<file path="src/rtl/axi4lite_fir_initiator.sv">
`timescale 1ns/1ps
// axi4lite_fir_initiator
// Fabric-side AXI4-Lite initiator for the memory-mapped FIR peripheral.
// Taps and samples arrive on valid/ready streams. Each one is written to
// the FIR, samples are followed by polling the done bit, and the 16-bit
// result is read back onto the result stream. Only one sample is in flight.
module axi4lite_fir_initiator #(
  parameter int C_M_AXI_ADDR_WIDTH = 6,
  parameter int C_M_AXI_DATA_WIDTH = 32,
  parameter int NUM_TAPS           = 61,
  parameter int INIT_WAIT          = 64,
  parameter int POLL_LIMIT         = 1024
) (
  input  logic                              S_AXI_ACLK,
  input  logic                              S_AXI_ARESETN,
  input  logic [15:0]                       tap_data,
  input  logic                              tap_valid,
  output logic                              tap_ready,
  input  logic [15:0]                       smp_data,
  input  logic                              smp_valid,
  output logic                              smp_ready,
  output logic [15:0]                       res_data,
  output logic                              res_valid,
  input  logic                              res_ready,
  output logic [5:0]                        tap_idx,
  output logic                              err_resp,
  output logic                              err_timeout,
  output logic [C_M_AXI_ADDR_WIDTH-1:0]     M_AXI_AWADDR,
  output logic                              M_AXI_AWVALID,
  input  logic                              M_AXI_AWREADY,
  output logic [C_M_AXI_DATA_WIDTH-1:0]     M_AXI_WDATA,
  output logic [C_M_AXI_DATA_WIDTH/8-1:0]   M_AXI_WSTRB,
  output logic                              M_AXI_WVALID,
  input  logic                              M_AXI_WREADY,
  input  logic [1:0]                        M_AXI_BRESP,
  input  logic                              M_AXI_BVALID,
  output logic                              M_AXI_BREADY,
  output logic [C_M_AXI_ADDR_WIDTH-1:0]     M_AXI_ARADDR,
  output logic                              M_AXI_ARVALID,
  input  logic                              M_AXI_ARREADY,
  input  logic [C_M_AXI_DATA_WIDTH-1:0]     M_AXI_RDATA,
  input  logic [1:0]                        M_AXI_RRESP,
  input  logic                              M_AXI_RVALID,
  output logic                              M_AXI_RREADY
);

  localparam int AW      = C_M_AXI_ADDR_WIDTH;
  localparam int DW      = C_M_AXI_DATA_WIDTH;
  localparam int INIT_CW = $clog2(INIT_WAIT + 1);
  localparam int POLL_CW = $clog2(POLL_LIMIT + 1);

  localparam logic [AW-1:0] ADDR_RESULT = AW'(8'h00);
  localparam logic [AW-1:0] ADDR_SAMPLE = AW'(8'h04);
  localparam logic [AW-1:0] ADDR_TAP    = AW'(8'h08);

  typedef enum logic [3:0] {
    WAIT_INIT, IDLE, TAP_W, TAP_B, SMP_W, SMP_B, POLL_A, POLL_R, RES_A, RES_R
  } state_t;

  state_t               state;
  logic [INIT_CW-1:0]   init_cnt;
  logic [POLL_CW-1:0]   poll_cnt;
  logic                 aw_done;
  logic                 w_done;
  logic                 unused_rdata;

  // The FIR takes 16-bit values left-justified by 8 bits and sign-extended.
  function automatic logic [DW-1:0] pack_word(input logic [15:0] d);
    pack_word = {{(DW-24){d[15]}}, d, 8'h00};
  endfunction

  // Stream accept strobes: a pending tap always wins, and a new sample is
  // held off while the previous result is still waiting on the output.
  assign tap_ready = (state == IDLE) && tap_valid;
  assign smp_ready = (state == IDLE) && !tap_valid && !res_valid;

  // A write channel is finished once its VALID has dropped or is being accepted now.
  assign aw_done = !M_AXI_AWVALID || M_AXI_AWREADY;
  assign w_done  = !M_AXI_WVALID  || M_AXI_WREADY;

  assign M_AXI_WSTRB  = '1;
  assign unused_rdata = &{1'b0, M_AXI_RDATA[DW-1:16]};

  // Main sequencer: owns every bus-facing register and the result stream.
  always_ff @(posedge S_AXI_ACLK or negedge S_AXI_ARESETN) begin
    if (!S_AXI_ARESETN) begin
      state         <= WAIT_INIT;
      init_cnt      <= '0;
      poll_cnt      <= '0;
      tap_idx       <= '0;
      err_resp      <= 1'b0;
      err_timeout   <= 1'b0;
      res_data      <= '0;
      res_valid     <= 1'b0;
      M_AXI_AWADDR  <= '0;
      M_AXI_AWVALID <= 1'b0;
      M_AXI_WDATA   <= '0;
      M_AXI_WVALID  <= 1'b0;
      M_AXI_BREADY  <= 1'b0;
      M_AXI_ARADDR  <= '0;
      M_AXI_ARVALID <= 1'b0;
      M_AXI_RREADY  <= 1'b0;
    end else begin
      if (res_valid && res_ready) res_valid <= 1'b0;

      case (state)
        WAIT_INIT: begin
          if (init_cnt == INIT_CW'(INIT_WAIT - 1)) state <= IDLE;
          else init_cnt <= init_cnt + 1'b1;
        end

        IDLE: begin
          if (tap_ready) begin
            M_AXI_AWADDR  <= ADDR_TAP;
            M_AXI_WDATA   <= pack_word(tap_data);
            M_AXI_AWVALID <= 1'b1;
            M_AXI_WVALID  <= 1'b1;
            state         <= TAP_W;
          end else if (smp_ready && smp_valid) begin
            M_AXI_AWADDR  <= ADDR_SAMPLE;
            M_AXI_WDATA   <= pack_word(smp_data);
            M_AXI_AWVALID <= 1'b1;
            M_AXI_WVALID  <= 1'b1;
            state         <= SMP_W;
          end
        end

        TAP_W, SMP_W: begin
          if (M_AXI_AWVALID && M_AXI_AWREADY) M_AXI_AWVALID <= 1'b0;
          if (M_AXI_WVALID && M_AXI_WREADY)   M_AXI_WVALID  <= 1'b0;
          if (aw_done && w_done) begin
            M_AXI_BREADY <= 1'b1;
            state        <= (state == TAP_W) ? TAP_B : SMP_B;
          end
        end

        TAP_B: begin
          if (M_AXI_BVALID) begin
            M_AXI_BREADY <= 1'b0;
            if (M_AXI_BRESP != 2'b00) err_resp <= 1'b1;
            tap_idx <= (tap_idx == 6'(NUM_TAPS - 1)) ? 6'd0 : tap_idx + 6'd1;
            state   <= IDLE;
          end
        end

        SMP_B: begin
          if (M_AXI_BVALID) begin
            M_AXI_BREADY  <= 1'b0;
            if (M_AXI_BRESP != 2'b00) err_resp <= 1'b1;
            poll_cnt      <= '0;
            M_AXI_ARADDR  <= ADDR_TAP;
            M_AXI_ARVALID <= 1'b1;
            state         <= POLL_A;
          end
        end

        POLL_A, RES_A: begin
          if (M_AXI_ARREADY) begin
            M_AXI_ARVALID <= 1'b0;
            M_AXI_RREADY  <= 1'b1;
            state         <= (state == POLL_A) ? POLL_R : RES_R;
          end
        end

        POLL_R: begin
          if (M_AXI_RVALID) begin
            M_AXI_RREADY <= 1'b0;
            if (M_AXI_RRESP != 2'b00) err_resp <= 1'b1;
            if (M_AXI_RDATA[0]) begin
              M_AXI_ARADDR  <= ADDR_RESULT;
              M_AXI_ARVALID <= 1'b1;
              state         <= RES_A;
            end else if (poll_cnt == POLL_CW'(POLL_LIMIT - 1)) begin
              err_timeout <= 1'b1;
              state       <= IDLE;
            end else begin
              poll_cnt      <= poll_cnt + 1'b1;
              M_AXI_ARVALID <= 1'b1;
              state         <= POLL_A;
            end
          end
        end

        RES_R: begin
          if (M_AXI_RVALID) begin
            M_AXI_RREADY <= 1'b0;
            if (M_AXI_RRESP != 2'b00) err_resp <= 1'b1;
            res_data  <= M_AXI_RDATA[15:0];
            res_valid <= 1'b1;
            state     <= IDLE;
          end
        end

        default: state <= IDLE;
      endcase
    end
  end

endmodule
</file>
<file path="config.mk">
export PLATFORM = sky130hd
export DESIGN_NAME = axi4lite_fir_initiator
export DESIGN_NICKNAME = d
export VERILOG_FILES = /design/src/rtl/axi4lite_fir_initiator.sv
export SDC_FILE = /design/constraint.sdc
export NUM_CORES = 1
export LEC_CHECK = 0
export ABC_AREA = 1
export CAP_MARGIN = 0
export CORE_MARGIN = 5
export CORE_UTILIZATION = 30
export DETAILED_ROUTE_END_ITERATION = 16
export SLEW_MARGIN = 10
export SYNTH_ARGS = -nofsm -noshare
export SYNTH_HDL_FRONTEND = slang
export SYNTH_SLANG_ARGS = --single-unit
</file>
<file path="constraint.sdc">
create_clock -name S_AXI_ACLK -period 1.8 [get_ports S_AXI_ACLK]
set_input_delay 0.27 -clock S_AXI_ACLK [delete_from_list [all_inputs] [get_ports S_AXI_ACLK]]
set_output_delay 0.27 -clock S_AXI_ACLK [all_outputs]
set_load 0.05 [all_outputs]
</file>
==> results.yml, run 1 <==
logic_synthesis:
  synthAdderAreaFrac: 0.01317
  yosysSeqAreaShare: 0.4676
  synth_top_family_by_area: "simple AND/OR/NAND/NOR gates"
  yosysTopAreaCell: "dfrtp_1"
  synth_cells: 461
  yosys.area.top_type_share: 0.4676
  synth-xor-area-share: 0.02766
  syn_area_um2: 3800
  syn_avg_cell_area_um2: 8.243
  synth_cell_type_count: 29
  synth.area.top_cells: "dfrtp_1 47%, nand2_1 14%, buf_4 6.1%"
  ys_warn_count: 0
  ys_ff_latch: 71
  synth-compound-area-share: 0.04676
  yosys.area_share.simple: 0.2875
  synth.area.mux_share: 0.04742
drt:
  top_layer: "met4"
  viasPerCell: 4.399
  ant_nets: 0
  wl_mm: 9.819
  drc: 0
  wl_per_cell_um: 12.69
  dr.pass1.iters: 6
  vias: 3405
  drtIter0Drc: 107
  met2WireLength_mm: 4.955
  routed-wl-met3_um: 711
  wl_met1_mm: 3.950
setup_path:
  worstSetupPathType: "flip-flop to primary output"
  max_stage_delay_ns: 0.81
  crit_required_ns: 1.53
  cp_num_buf_inv: 1
  worst_path_max_delay_cell: "clkdlybuf4s50_1"
  arrival_ns: 1.49
  cp-start-kind: "flip-flop"
  path_max_fanout: 2
  end_kind: "primary output"
  critPathTopFamily: "buffers and inverters"
  worstPathCellList: "clkdlybuf4s50_1"
power:
  leakagePower_nw: 2.845
  irDropWorstVdd_v: 0.0004270
  pwr_density_cell_nw_per_um2: 659.4
sta:
  skew_ns: 0.008636
  worst_pin_slew_ns: 0.5106
  worst_hold_slack_ns: 0.4511
  post-route-min-period_ns: 1.761
  setup_viol: 0
  fmax_mhz: 567.8
  final.period_utilization: 0.9784
  finalHoldViolations: 0
  grt_setup_unrepaired: "yes"
  slew_viol_final: 0
  slew_headroom: 0.6585
  fin_setup_tns_ns: 0
finish:
  num_antenna_cells: 0
  final_area_um2: 5450
  drive_gt1_frac: 0.1944
  nets: 679
  area_growth_pct: 43.43
  instances_no_fill: 774
outcome:
  status: "finished clean"
clocking:
  clk_latency_ns: 0.33
  cts.reportedPaths.clkPinSlew_ns: 0.06
  cts_buffers: 9
  htree_levels: 3
  clk_path_buf_depth: 2
  clock-sinks: 71
  clock-root-buffer: "clkbuf_16"
  cts_tree: "built"
global_routing:
  grt_start_max_net_pins: 41
  grt.total_usage: 0.1330
  grt_pass1_wl_mm: 16.01
  antenna_found_initial: 0
  first_global_vias: 3336
  overflow: 0
die:
  core-area_um2: 12520
  dieArea_um2: 15020
  dieWidth_um: 122.5
  io_pins: 158
  start_util: 0.3036
  rows: 41
  die_h_um: 122.5
min_path:
  hold_class: "primary input to asynchronous set/reset pin"
place:
  placedCellCount: 752
  dp_hpwl_mm: 7.595
  place_congestion: 0.8246
  io_buffer_count: 120
  postPlaceCellArea_um2: 5074
job:
  drv_cap: 0
[through the flow]
stage                     power [mW]  setup slack, ns  utilization
final                          3.594          0.03893       0.4354
after global routing           3.749         -0.03583       0.4354
after CTS                      3.644         0.004520       0.4308
after detailed placement       1.941          0.06685       0.4053
after global placement         1.937          0.06873       0.4053
after floorplan                1.788          0.08136            -
[power breakdown]
group / total, mW / switching, mW / internal, mW / leakage [nW]
Sequential: 1.60 / 0.00330 / 1.60 / 0.941
Clock: 1.68 / 0.710 / 0.974 / 0.131
Combinational: 0.307 / 0.176 / 0.131 / 1.77
[area by class of cell]
type                            count  area, µm²
Fill cell                        1255       7067
Tap cell                          172      215.2
Timing Repair Buffer              141       1324
Clock buffer                       10      239.0
Clock inverter                      6      45.04
Inverter                           37      143.9
Sequential cell                    71       1779
Multi-Input combinational cell    337       1704
[path summary, 6_finish.rpt]
path | from | end | slack (ns) | cells past startpoint
hold reg to reg | M_AXI_AWADDR[3] | M_AXI_AWADDR[3] | 0.48 | 2
setup reg to reg | init_cnt[0] | state[1] | 0.16 | 10
setup / recovery | M_AXI_WDATA[12] | M_AXI_WDATA[12] | 0.04 | 1
min in group S_AXI_ACLK | M_AXI_AWADDR[3] | M_AXI_AWADDR[3] | 0.48 | 2
hold / removal | S_AXI_ARESETN | poll_cnt[3] | 0.45 | 2
max in group asynchronous | S_AXI_ARESETN | state[0] | 0.76 | 3
[registers in the layout (all words and copies together) (netlist names), 2 cells and up]
signal        count
init_cnt          7
poll_cnt         11
M_AXI_WDATA      16
res_data         16
tap_idx           6
state             4
M_AXI_AWADDR      2
[Yosys cell counts (all sizes together)]
cell and instances:
conb 2, buf 35, nor2 48, o21bai 3, o211ai 3, xnor2 4
nand3 45, nor3 5, a21boi 2, dfrtp 71, xor2 8, nand2 150
inv 37, nand3b 1, o31ai 1, ha 4, mux2 16, nand4 4
o21ai 22
[cell usage in the layout, fill, tap and decap left out, types with 4 or more instances in the layout]
cell	netlist	layout
buf_12	0	4
buf_4	31	58
clkbuf_16	0	9
clkdlybuf4s50_1	0	71
conb_1	2	21
dfrtp_1	71	69
dlymetal6s2s_1	0	7
ha_1	4	4
inv_1	33	33
mux2_2	15	15
nand2_1	146	144
nand2_2	3	5
nand3_1	44	44
nand4_1	4	4
nor2_1	42	38
nor2_2	2	5
nor2_4	4	5
nor3_1	4	4
o21ai_0	22	22
xnor2_1	4	4
xor2_1	8	8
[worst reg2reg max path: stages (launching register included)]
cell	delay, ns
dfrtp_1	0.38
ha_1	0.16
inv_1	0.06
nor2_1	0.13
nand2_1	0.09
nand2_2	0.12
o21ai_0	0.12
nor2_2	0.22
nand2_2	0.12
nand2_1	0.08
nand2_1	0.05
[timing repair]
action	4_1_cts	5_1_grt
endpoints found under the setup margin	2	14
buffers inserted	2	3
pin swaps	0	1
hold endpoints to repair	31	0
hold buffers	1	0
resized for setup	5	13
[cell families after synthesis]
kind of cell	after synthesis
compound gates	31
simple gates	253
xor+xnor	12
other cells	2
fa+ha+maj	4
buf+inv	72
flops	71
mux	16
[layer usage]
metal	track usage	vias up
li1	-	1703
met2	0.2216	108
met1	0.1582	1579
met4	0.04269	0
met5	0	-
met3	0.05115	15
Note: power is estimated with default switching activity, not from simulation.
==> run 2, diff against run 1 <==
--- a/config.mk
+++ b/config.mk
@@ -10,7 +10,8 @@
 export CORE_MARGIN = 5
 export CORE_UTILIZATION = 30
 export DETAILED_ROUTE_END_ITERATION = 16
-export SLEW_MARGIN = 10
+export RECOVER_POWER = 100
+export SLEW_MARGIN = 20
 export SYNTH_ARGS = -nofsm -noshare
 export SYNTH_HDL_FRONTEND = slang
 export SYNTH_SLANG_ARGS = --single-unit
==> run 2 against run 1 <==
First-iteration DRC count grew 32%; largest power group unchanged; non-clock buffer count did not move; critical path depth stayed put; via count down 0.18%; fmax is 0.12% higher.
==> results.yml, run 2 (synthesized netlist as in run 1, its figures left out) <==
outcome:
  status: "finished clean"
setup_path:
  critPathTopFamily: "buffers and inverters"
  cp-startpoint: "M_AXI_WDATA[12]"
  worst_path_max_delay_cell: "clkdlybuf4s50_1"
  cp_num_buf_inv: 1
  r2r_start: "state[1]"
  arrival_ns: 1.49
  path_max_fanout: 2
  ff2ff_path_depth: 10
  worstSetupPathType: "flip-flop to primary output"
  r2r_end: "state[2]"
  max_stage_delay_ns: 0.81
  cp-start-kind: "flip-flop"
  ff2ff_setup_slack_ns: 0.09
  crit_required_ns: 1.53
  worstPathCellList: "clkdlybuf4s50_1"
  end_kind: "primary output"
global_routing:
  grt_pass1_wl_mm: 16.01
  first_global_vias: 3336
  grt_start_max_net_pins: 41
  antenna_found_initial: 0
  overflow: 0
  grt.total_usage: 0.1330
drt:
  drc: 0
  viasPerCell: 4.391
  wl_per_cell_um: 12.62
  wl_mm: 9.765
  vias: 3399
  ant_nets: 0
  dr.pass1.iters: 4
  drtIter0Drc: 141
job:
  drv_cap: 0
sta:
  fmax_mhz: 568.5
  grt_setup_unrepaired: "yes"
  slew_viol_final: 0
  skew_ns: 0.007963
  setup_ws_ns: 0.04101
  final.period_utilization: 0.9772
  slew_headroom: 0.4393
  setup_viol: 0
  worst_pin_slew_ns: 0.8411
  fin_setup_tns_ns: 0
  finalHoldViolations: 0
  post-route-min-period_ns: 1.759
min_path:
  whs_path_depth: 2
  hold_class: "flip-flop to flip-flop"
  min_from: "M_AXI_AWADDR[3]"
  hold-path-endpoint: "M_AXI_AWADDR[3]"
finish:
  area_growth_pct: 40.20
  layout_common_cells: "144 x nand2_1, 71 x clkdlybuf4s50_1, 69 x dfrtp_1"
  nFillCells: 1286
  instances_no_fill: 774
  reg.largest.list: "M_AXI_WDATA x16, res_data x16, poll_cnt x11"
  num_antenna_cells: 0
  final_common_cell: "nand2_1"
  drive_gt1_frac: 0.1445
  seq_area_um2: 1779
  nets: 679
  multi_input_area_um2: 1702
place:
  dp_hpwl_mm: 7.595
  placedCellCount: 752
  io_buffer_count: 120
  place_ws_ns: 0.06685
  place_congestion: 0.8246
power:
  irDropWorstVdd_v: 0.0004218
  leakagePower_nw: 2.722
  pwr_density_cell_nw_per_um2: 672.9
die:
  die_h_um: 122.5
  dieWidth_um: 122.5
  dieArea_um2: 15020
  core-area_um2: 12520
  start_util: 0.3036
  rows: 41
  io_pins: 158
clocking:
  clock-sinks: 71
  htree_levels: 3
  cts_tree: "built"
  clk_path_buf_depth: 2
  cts.reportedPaths.clkPinSlew_ns: 0.06
  clk_latency_ns: 0.33
  clock-root-buffer: "clkbuf_16"
  cts_buffers: 9
## run 2: changes by cell type in the layout (fill, tap and decap cells not counted), sizes merged
cell,before,now
buf,62,32
clkbuf,10,40
## run 2: through the flow
stage               power, mW    util  hold slack (ns)  cell area [µm²]
floorplan               1.788       -         -0.02559             3871
global placement        1.937  0.4053           0.2457             5074
detailed placement      1.941  0.4053           0.2513             5074
CTS                     3.644  0.4308           0.4682             5393
global route            3.742  0.4256           0.5035             5328
finish                  3.585  0.4256           0.4752             5328
## run 2: area by class of cell
cell class,count,share of cell area
Clock buffer,10,0.04486
Timing Repair Buffer,141,0.2259
Tap cell,172,0.04039
Multi-Input combinational cell,337,0.3194
Sequential cell,71,0.3340
Inverter,37,0.02701
Clock inverter,6,0.008455
## run 2: report_power, final
| group | total [mW] | internal (mW) | switching [mW] |
|---|---|---|---|
| Combinational | 0.300 | 0.125 | 0.176 |
| Clock | 1.68 | 0.974 | 0.707 |
| Sequential | 1.60 | 1.60 | 0.00317 |
| Total | 3.58 | 2.70 | 0.886 |
## run 2: how the worst max path moves through the flow
stage                            to  slack, ns  cells after the start
floorplan                 smp_ready       0.08                      5
global placement         tap_idx[4]       0.07                      7
detailed placement       tap_idx[4]       0.07                      7
CTS                       smp_ready      0.005                      6
global route              smp_ready      -0.04                      6
finish              M_AXI_WDATA[12]       0.04                      1
## run 2: per-layer routing
layer / GRT usage / vias to the layer above / part of all wire
met5: 0 / - / 0
met4: 0.04269 / 0 / 0.017
met2: 0.2216 / 97 / 0.51
met1: 0.1582 / 1588 / 0.41
met3: 0.05115 / 12 / 0.070
li1: - / 1702 / -
## run 2: what timing repair did
action / 4_1_cts / 5_1_grt
pin swaps: 0 / 1
hold buffers: 1 / 0
hold endpoints to repair: 31 / 0
setup buffers: 2 / 3
setup endpoints to repair: 2 / 14
cloned: 0 / 0
gates resized for setup: 5 / 13
==> run 3, diff against run 2 <==
--- a/config.mk
+++ b/config.mk
@@ -9,6 +9,7 @@
 export CAP_MARGIN = 0
 export CORE_MARGIN = 5
 export CORE_UTILIZATION = 30
+export CTS_CLUSTER_SIZE = 12
 export DETAILED_ROUTE_END_ITERATION = 16
 export RECOVER_POWER = 100
 export SLEW_MARGIN = 20
==> results of run 3 <==
The final DEF is identical to that of run 2; final timing and power are the same.
